### config.mk
export PLATFORM = sky130hd
export DESIGN_NAME = jogo_memoria_param
export DESIGN_NICKNAME = d
export VERILOG_FILES = /design/src/rtl/jogo_memoria_pkg.sv /design/src/rtl/jogo_memoria_param_lfsr16.sv /design/src/rtl/jogo_memoria_param.sv
export SDC_FILE = /design/constraint.sdc
export NUM_CORES = 1
export LEC_CHECK = 0
export ABC_AREA = 1
export CAP_MARGIN = 20
export CELL_PAD_IN_SITES_DETAIL_PLACEMENT = 0
export CELL_PAD_IN_SITES_GLOBAL_PLACEMENT = 1
export CORE_MARGIN = 2
export CORE_UTILIZATION = 47
export DETAILED_ROUTE_END_ITERATION = 7
export DONT_BUFFER_PORTS = 1
export GPL_TIMING_DRIVEN = 0
export PLACE_DENSITY = 0.84
export SETUP_SLACK_MARGIN = 0.2
export SLEW_MARGIN = 30
export SYNTH_ARGS = -nofsm -noshare
export SYNTH_HDL_FRONTEND = slang
export SYNTH_SLANG_ARGS = --single-unit
### constraint.sdc
create_clock -name clock -period 2.9 [get_ports clock]
set_clock_uncertainty 0.15 [all_clocks]
set_input_delay 0.29 -clock clock [delete_from_list [all_inputs] [get_ports clock]]
set_output_delay 0.29 -clock clock [all_outputs]
set_load 0.05 [all_outputs]
### src/rtl/jogo_memoria_pkg.sv
// Shared state codes, LFSR taps and button helpers for jogo_memoria_param.
package jogo_memoria_pkg;

  typedef enum logic [3:0] {
    ST_IDLE    = 4'd0,
    ST_GERA    = 4'd1,
    ST_MOSTRA  = 4'd2,
    ST_ESPERA  = 4'd3,
    ST_PROXIMA = 4'd4,
    ST_GANHOU  = 4'd5,
    ST_PERDEU  = 4'd6
  } estado_t;

  // Feedback taps 16,14,13,11 as a mask over q[15:0].
  localparam logic [15:0] LFSR_TAPS = 16'hB400;

  localparam int MAX_BOTOES = 8;

  function automatic logic [MAX_BOTOES-1:0] onehot(input logic [2:0] idx);
    logic [MAX_BOTOES-1:0] v;
    v      = '0;
    v[idx] = 1'b1;
    return v;
  endfunction

  function automatic logic is_single_bit(input logic [MAX_BOTOES-1:0] v);
    return (v != '0) && ((v & (v - MAX_BOTOES'(1))) == '0);
  endfunction

endpackage

### src/rtl/jogo_memoria_param_lfsr16.sv
// 16-bit Fibonacci LFSR, loaded with seed on reset and free-running afterwards.
module lfsr16
  import jogo_memoria_pkg::*;
(
  input  logic        clock,
  input  logic        reset,
  input  logic [15:0] seed,
  output logic [15:0] q
);

  logic [15:0] q_q;
  logic [15:0] q_d;

  always_comb begin
    q_d = {q_q[14:0], ^(q_q & LFSR_TAPS)};
  end

  always_ff @(posedge clock) begin
    if (!reset) q_q <= seed;
    else        q_q <= q_d;
  end

  assign q = q_q;

endmodule

### src/rtl/jogo_memoria_param.sv
// Parametrised memory-game engine: generate, replay, check presses, detect loss.
// Timeout detection is built only when JOGO_MEMORIA_TIMEOUT_EN is defined.
module jogo_memoria_param
  import jogo_memoria_pkg::*;
#(
  parameter int          N_BOTOES       = 4,
  parameter int          DEPTH          = 16,
  parameter int          SHOW_CYCLES    = 50_000_000,
  parameter int          TIMEOUT_CYCLES = 250_000_000,
  parameter logic [15:0] SEED           = 16'hACE1,
  localparam int         IDX_W          = $clog2(N_BOTOES),
  localparam int         RW             = $clog2(DEPTH)
) (
  input  logic                clock,
  input  logic                reset,
  input  logic                iniciar,
  input  logic [N_BOTOES-1:0] botoes,
  output logic [N_BOTOES-1:0] leds,
  output logic                pronto,
  output logic                ganhou,
  output logic                perdeu,
  output logic                timeout,
  output logic [3:0]          db_estado,
  output logic [RW-1:0]       db_rodada,
  output logic [RW-1:0]       db_endereco,
  output logic [IDX_W-1:0]    db_memoria
);

  localparam int SW = $clog2(SHOW_CYCLES) + 1;

  if (N_BOTOES < 2 || N_BOTOES > MAX_BOTOES || (N_BOTOES & (N_BOTOES - 1)) != 0 ||
      DEPTH < 2 || DEPTH > 64 || SHOW_CYCLES < 1 || TIMEOUT_CYCLES < 2 ||
      SEED == 16'd0) begin : g_param_check
    $error("jogo_memoria_param: invalid parameter set");
  end

  estado_t             estado_q, estado_d;
  logic [RW-1:0]       rodada_q, rodada_d;
  logic [RW-1:0]       endereco_q, endereco_d;
  logic [N_BOTOES-1:0] leds_q, leds_d;
  logic [N_BOTOES-1:0] botoes_prev_q, botoes_prev_d;
  logic                ganhou_q, ganhou_d;
  logic                perdeu_q, perdeu_d;
  logic                pronto_q, pronto_d;
  logic [SW-1:0]       show_cnt_q, show_cnt_d;
  logic                apagado_q, apagado_d;

  logic [15:0]         lfsr;
  logic [IDX_W-1:0]    mem_q [DEPTH];
  logic                mem_we;
  logic [IDX_W-1:0]    mem_rd;
  logic [N_BOTOES-1:0] alvo;
  logic                press;
  logic                acerto;

`ifdef JOGO_MEMORIA_TIMEOUT_EN
  localparam int TW = $clog2(TIMEOUT_CYCLES);
  logic [TW-1:0] timer_q, timer_d;
  logic          timeout_q, timeout_d;
`endif

  lfsr16 u_lfsr (
    .clock (clock),
    .reset (reset),
    .seed  (SEED),
    .q     (lfsr)
  );

  always_comb begin
    mem_rd = mem_q[endereco_q];
    alvo   = N_BOTOES'(onehot(3'(mem_rd)));
    // A press is a rising edge of "any button down", so a held button never repeats.
    press  = (botoes_prev_q == '0) && (botoes != '0);
    acerto = is_single_bit(MAX_BOTOES'(botoes)) && (botoes == alvo);
  end

  always_comb begin
    estado_d      = estado_q;
    rodada_d      = rodada_q;
    endereco_d    = endereco_q;
    ganhou_d      = ganhou_q;
    perdeu_d      = perdeu_q;
    show_cnt_d    = show_cnt_q;
    apagado_d     = apagado_q;
    botoes_prev_d = botoes;
    mem_we        = 1'b0;
`ifdef JOGO_MEMORIA_TIMEOUT_EN
    timer_d       = timer_q;
    timeout_d     = timeout_q;
`endif

    case (estado_q)
      ST_IDLE: begin
        rodada_d   = '0;
        endereco_d = '0;
        ganhou_d   = 1'b0;
        perdeu_d   = 1'b0;
`ifdef JOGO_MEMORIA_TIMEOUT_EN
        timeout_d  = 1'b0;
`endif
        if (iniciar) estado_d = ST_GERA;
      end

      ST_GERA: begin
        mem_we = 1'b1;
        if (endereco_q == RW'(DEPTH - 1)) begin
          endereco_d = '0;
          rodada_d   = '0;
          show_cnt_d = '0;
          apagado_d  = 1'b0;
          estado_d   = ST_MOSTRA;
        end else begin
          endereco_d = endereco_q + RW'(1);
        end
      end

      // Each replayed step is an on phase followed by an equal off phase.
      ST_MOSTRA: begin
        if (show_cnt_q == SW'(SHOW_CYCLES - 1)) begin
          show_cnt_d = '0;
          if (!apagado_q) begin
            apagado_d = 1'b1;
          end else begin
            apagado_d = 1'b0;
            if (endereco_q == rodada_q) begin
              endereco_d = '0;
              estado_d   = ST_ESPERA;
`ifdef JOGO_MEMORIA_TIMEOUT_EN
              timer_d    = '0;
`endif
            end else begin
              endereco_d = endereco_q + RW'(1);
            end
          end
        end else begin
          show_cnt_d = show_cnt_q + SW'(1);
        end
      end

      ST_ESPERA: begin
        if (press) begin
          if (!acerto) begin
            estado_d = ST_PERDEU;
            perdeu_d = 1'b1;
          end else if (endereco_q == rodada_q) begin
            if (rodada_q == RW'(DEPTH - 1)) begin
              estado_d = ST_GANHOU;
              ganhou_d = 1'b1;
            end else begin
              estado_d = ST_PROXIMA;
            end
          end else begin
            endereco_d = endereco_q + RW'(1);
`ifdef JOGO_MEMORIA_TIMEOUT_EN
            timer_d    = '0;
`endif
          end
        end
`ifdef JOGO_MEMORIA_TIMEOUT_EN
        else if (timer_q == TW'(TIMEOUT_CYCLES - 1)) begin
          estado_d  = ST_PERDEU;
          perdeu_d  = 1'b1;
          timeout_d = 1'b1;
        end else begin
          timer_d = timer_q + TW'(1);
        end
`endif
      end

      ST_PROXIMA: begin
        if (rodada_q != RW'(DEPTH - 1)) rodada_d = rodada_q + RW'(1);
        endereco_d = '0;
        show_cnt_d = '0;
        apagado_d  = 1'b0;
        estado_d   = ST_MOSTRA;
      end

      ST_GANHOU, ST_PERDEU: begin
        if (iniciar) begin
          estado_d   = ST_GERA;
          rodada_d   = '0;
          endereco_d = '0;
          ganhou_d   = 1'b0;
          perdeu_d   = 1'b0;
`ifdef JOGO_MEMORIA_TIMEOUT_EN
          timeout_d  = 1'b0;
`endif
        end
      end

      default: estado_d = ST_IDLE;
    endcase

    leds_d = '0;
    if (estado_q == ST_MOSTRA && !apagado_q) leds_d = alvo;
    else if (estado_q == ST_ESPERA)          leds_d = botoes;

    pronto_d = (estado_d == ST_IDLE) || (estado_d == ST_GANHOU) || (estado_d == ST_PERDEU);
  end

  always_ff @(posedge clock) begin
    if (!reset) begin
      estado_q      <= ST_IDLE;
      rodada_q      <= '0;
      endereco_q    <= '0;
      leds_q        <= '0;
      botoes_prev_q <= '0;
      ganhou_q      <= 1'b0;
      perdeu_q      <= 1'b0;
      pronto_q      <= 1'b1;
      show_cnt_q    <= '0;
      apagado_q     <= 1'b0;
    end else begin
      estado_q      <= estado_d;
      rodada_q      <= rodada_d;
      endereco_q    <= endereco_d;
      leds_q        <= leds_d;
      botoes_prev_q <= botoes_prev_d;
      ganhou_q      <= ganhou_d;
      perdeu_q      <= perdeu_d;
      pronto_q      <= pronto_d;
      show_cnt_q    <= show_cnt_d;
      apagado_q     <= apagado_d;
    end
  end

`ifdef JOGO_MEMORIA_TIMEOUT_EN
  always_ff @(posedge clock) begin
    if (!reset) begin
      timer_q   <= '0;
      timeout_q <= 1'b0;
    end else begin
      timer_q   <= timer_d;
      timeout_q <= timeout_d;
    end
  end

  assign timeout = timeout_q;
`else
  assign timeout = 1'b0;
`endif

  // Sequence storage has no reset; it is always rewritten in GERA before use.
  always_ff @(posedge clock) begin
    if (reset && mem_we) mem_q[endereco_q] <= IDX_W'(lfsr);
  end

  assign leds        = leds_q;
  assign pronto      = pronto_q;
  assign ganhou      = ganhou_q;
  assign perdeu      = perdeu_q;
  assign db_estado   = estado_q;
  assign db_rodada   = rodada_q;
  assign db_endereco = endereco_q;
  assign db_memoria  = mem_rd;

endmodule

==> results.sh <==
export IMPL_grt_overflow=0
export IMPL_cp_cell_sequence="ha_2, inv_1, nor2_4, nand2_2, nand3_4, nand2_1, inv_2, nand3_2, nor4_4, nand4_1, o21ai_1, a21oi_1"
export IMPL_rsz0062_at_grt="no"
export IMPL_avgRoutedWirePerCell_um=13.7
export IMPL_htreeDepth=3
export IMPL_final_hold_violation_count=0
export IMPL_period_needed_ns=2.58
export IMPL_setup_violations=0
export IMPL_crit_fanout=7
export IMPL_worst_hold_path_endpoint="db_estado[2]"
export IMPL_powerDensity_nw_per_um2=514
export IMPL_area_growth_pct=10.7
export IMPL_switching_share_pct=27.4
export IMPL_ant_nets=0
export IMPL_crit_arrival_ns=2.71
export IMPL_min_delay_start="iniciar"
export IMPL_critical_path_top_delay_family="simple AND/OR/NAND/NOR gates"
export IMPL_cts_tree="yes"
export IMPL_hold_path_class="in -> reg"
export IMPL_p_sw_uw=765
export IMPL_critical_path_max_stage_delay_ns=0.49
export IMPL_clk_latency_ns=0.37
export IMPL_io_pins=29
export IMPL_synth_area_um2=4900
export IMPL_yosys_register_bits=103
export IMPL_yosysSeqAreaShare_pct=48.6
export IMPL_cpMaxStageDelayCell="dfxtp_4"
export IMPL_gp_congestion=0.804
export IMPL_required_ns=3.03
export IMPL_cap_violations=0
export IMPL_cts_buffer_depth=2
export IMPL_cts_sinks=103
export IMPL_start_util_pct=47.9
export IMPL_wl_met3_um=453
export IMPL_antenna_cells=0
export IMPL_die_w_um=106
export IMPL_drt_met1_wl_um=5040
export IMPL_track_usage_pct=19.8
export IMPL_synth_main_ff_cell="dfxtp_1"
export IMPL_port_buffers=0
export IMPL_regToRegStartpoint="db_endereco[1]"
export IMPL_ys_types=48
export IMPL_drt_iter0_drc=282
export IMPL_synthArstFlopShare_pct=0
export IMPL_setup_ws_ns=0.316
export IMPL_crit_path_end_kind="register"
export IMPL_dp_slack_ns=-0.136
export IMPL_drcViolationCount=0
export IMPL_irDropWorstVdd_v=0.000284
export IMPL_p_comb_share_pct=10.2
export IMPL_timing_fmax_mhz=387
export IMPL_root_buffer="clkbuf_8"
export IMPL_whs_ns=0.131
export IMPL_drtPass1Iterations=4
export IMPL_r2r_cells=12
export IMPL_grt_max_degree=18
export IMPL_grt_first_pass_wirelength_um=17400
export IMPL_wl_met2_um=5000
export IMPL_first_global_vias=3541
export IMPL_clk_pin_slew_ns=0.10
export IMPL_yosysWarnings=0
export IMPL_crit_buf_inv=2
export IMPL_die_area_um2=11300
export IMPL_die_y_um=106
export IMPL_antenna_found_initial=0
export IMPL_via_per_inst=4.99
export IMPL_nets=649
export IMPL_placeableCoreArea_um2=10200
export IMPL_seqPwrFrac_pct=56.8
export IMPL_worst_slew_pin_slew_ns=0.712
export IMPL_rrSetupSlack_ns=0.32
export IMPL_synth_edf_count=32
export IMPL_r2r_end="show_cnt_q[25]"
export IMPL_std_cell_rows=37
export IMPL_cts_made_buffers=9
export IMPL_syn_inst=614
export IMPL_hpwlAfterDp_um=7710
export IMPL_maxSlewViolCount=0
export IMPL_wl_um=10600
export IMPL_outcome="complete, no violations"
export IMPL_criticalPathCategory="reg -> reg"
export IMPL_holdPathStages=5
export IMPL_clkPwrFrac_pct=33.0
export IMPL_drive_gt1_share_pct=14.2
export IMPL_crit_path_start_kind="register"
export IMPL_vias=3881
export IMPL_finalCritPeriodShare_pct=89.1
export IMPL_slew_headroom_pct=52.5
export IMPL_dr_max_layer_used="met4"
export IMPL_p_int_uw=2030
export IMPL_total_leakage_power_uw=0.00218
export IMPL_synth_avg_cell_area_um2=7.98
[area by class of cell]
type / instances / area (µm²)
Clock inverter: 5 / 66.3
Inverter: 105 / 399
Buffer: 10 / 68.8
Timing Repair Buffer: 10 / 85.1
Fill cell: 983 / 4810
Clock buffer: 11 / 131
Sequential cell: 103 / 2400
Multi-Input combinational cell: 397 / 2100
Tap cell: 136 / 170
[worst max-delay path by stage]
stage                         startpoint              to  slack, ns  cells after the start
final                     db_endereco[1]  show_cnt_q[25]       0.32                     12
after global routing      db_endereco[0]  show_cnt_q[21]       0.18                     13
after CTS                 db_endereco[2]  show_cnt_q[25]       0.15                     12
after detailed placement  db_endereco[0]  show_cnt_q[25]      -0.14                     12
after global placement    db_endereco[1]  show_cnt_q[25]      -0.11                     12
after floorplan           db_endereco[1]  show_cnt_q[25]       0.34                     12
[power groups by stage]
| stage | registers, µW | clock network [µW] | logic [µW] |
|---|---|---|---|
| 6_report | 1580 | 922 | 284 |
| 5_1_grt | 1590 | 992 | 317 |
| 4_1_cts | 1590 | 944 | 271 |
| 3_5_place_dp | 1620 | 0 | 265 |
| 3_3_place_gp | 1620 | 0 | 260 |
| 2_1_floorplan | 1600 | 0 | 213 |
[cells in the final DEF (no fill, tap or decap), types with 10 or more instances in the layout]
cell type / Yosys / final
inv_2: 10 / 10
nor3_1: 25 / 25
a21oi_1: 33 / 32
nor2_1: 62 / 62
edfxtp_1: 32 / 32
dfxtp_1: 71 / 63
nand3_1: 40 / 39
o21ai_0: 12 / 12
inv_1: 92 / 92
nand2_1: 129 / 129
[cell usage after synthesis, types with 5 or more instances]
library cell	n	area share (%)
dfxtp_1	71	29
nand4_1	9	1.1
or2_2	7	0.89
inv_1	92	7.0
a21oi_1	33	3.4
a211oi_1	5	0.77
o21ai_0	12	1.2
nand3_2	6	1.2
inv_2	10	0.77
ha_1	6	1.5
nand3_1	40	4.1
nand2_2	7	0.89
xor2_1	6	1.1
nor2_2	8	1.0
nor3_1	25	2.6
nor2_1	62	4.7
edfxtp_1	32	20
nor4_1	6	0.77
nand2_1	129	9.9
[worst register-to-register path, delay by kind of cell, from the launching register on]
kind	cells	cell delay, ns
AND/OR/NAND/NOR	7	1.23
flip-flops	1	0.49
adder cells (fa/ha/maj)	1	0.23
AO/OA/AOI/OAI	2	0.20
buffers and inverters	2	0.19
[registers in the layout (all words and copies together), names as in the netlist, named ones only]
register       count
mem_q             32
show_cnt_q        27
u_lfsr.q          16
botoes_prev_q      4
db_endereco        4
db_estado          4
db_rodada          4
leds               4
apagado_q          1
ganhou             1
perdeu             1
pronto             1
[kinds of logic (layout without fill, tap and decap cells)]
| logic type | after synthesis | in the layout | synth area share (%) |
|---|---|---|---|
| AO/OA/AOI/OAI | 61 | 61 | 7.04 |
| AND/OR/NAND/NOR | 320 | 320 | 31.8 |
| flip-flops | 103 | 103 | 48.6 |
| buffers and inverters | 115 | 141 | 9.49 |
| other | 1 | 2 | 0.0765 |
| adder cells (fa/ha/maj) | 6 | 6 | 1.53 |
| XOR/XNOR | 8 | 8 | 1.43 |
[timing repair]
item	CTS	global route
hold buffers	4	0
pin swaps	0	4
setup endpoints to repair	28	30
buffers inserted	0	6
endpoints found under the hold margin	4	0
resized for setup	8	14
[per-stage QoR]
step           power [µW]  instances  TNS (ns)  cell area, µm²  utilization (%)
2_1_floorplan        1820        615         0            4910                -
3_3_place_gp         1880        751    -0.113            5080             49.6
3_5_place_dp         1880        751    -0.201            5080             49.6
4_1_cts              2800        771         0            5330             52.1
5_1_grt              2900        777         0            5430             53.0
6_report             2790        777         0            5430             53.0
[layer usage]
metal / vias up / GRT usage (%)
met5: - / 0
met4: 0 / 6.02
met3: 10 / 4.23
met2: 47 / 31.9
met1: 1792 / 26.7
li1: 2032 / -
Power figures use the tool's default switching activity.
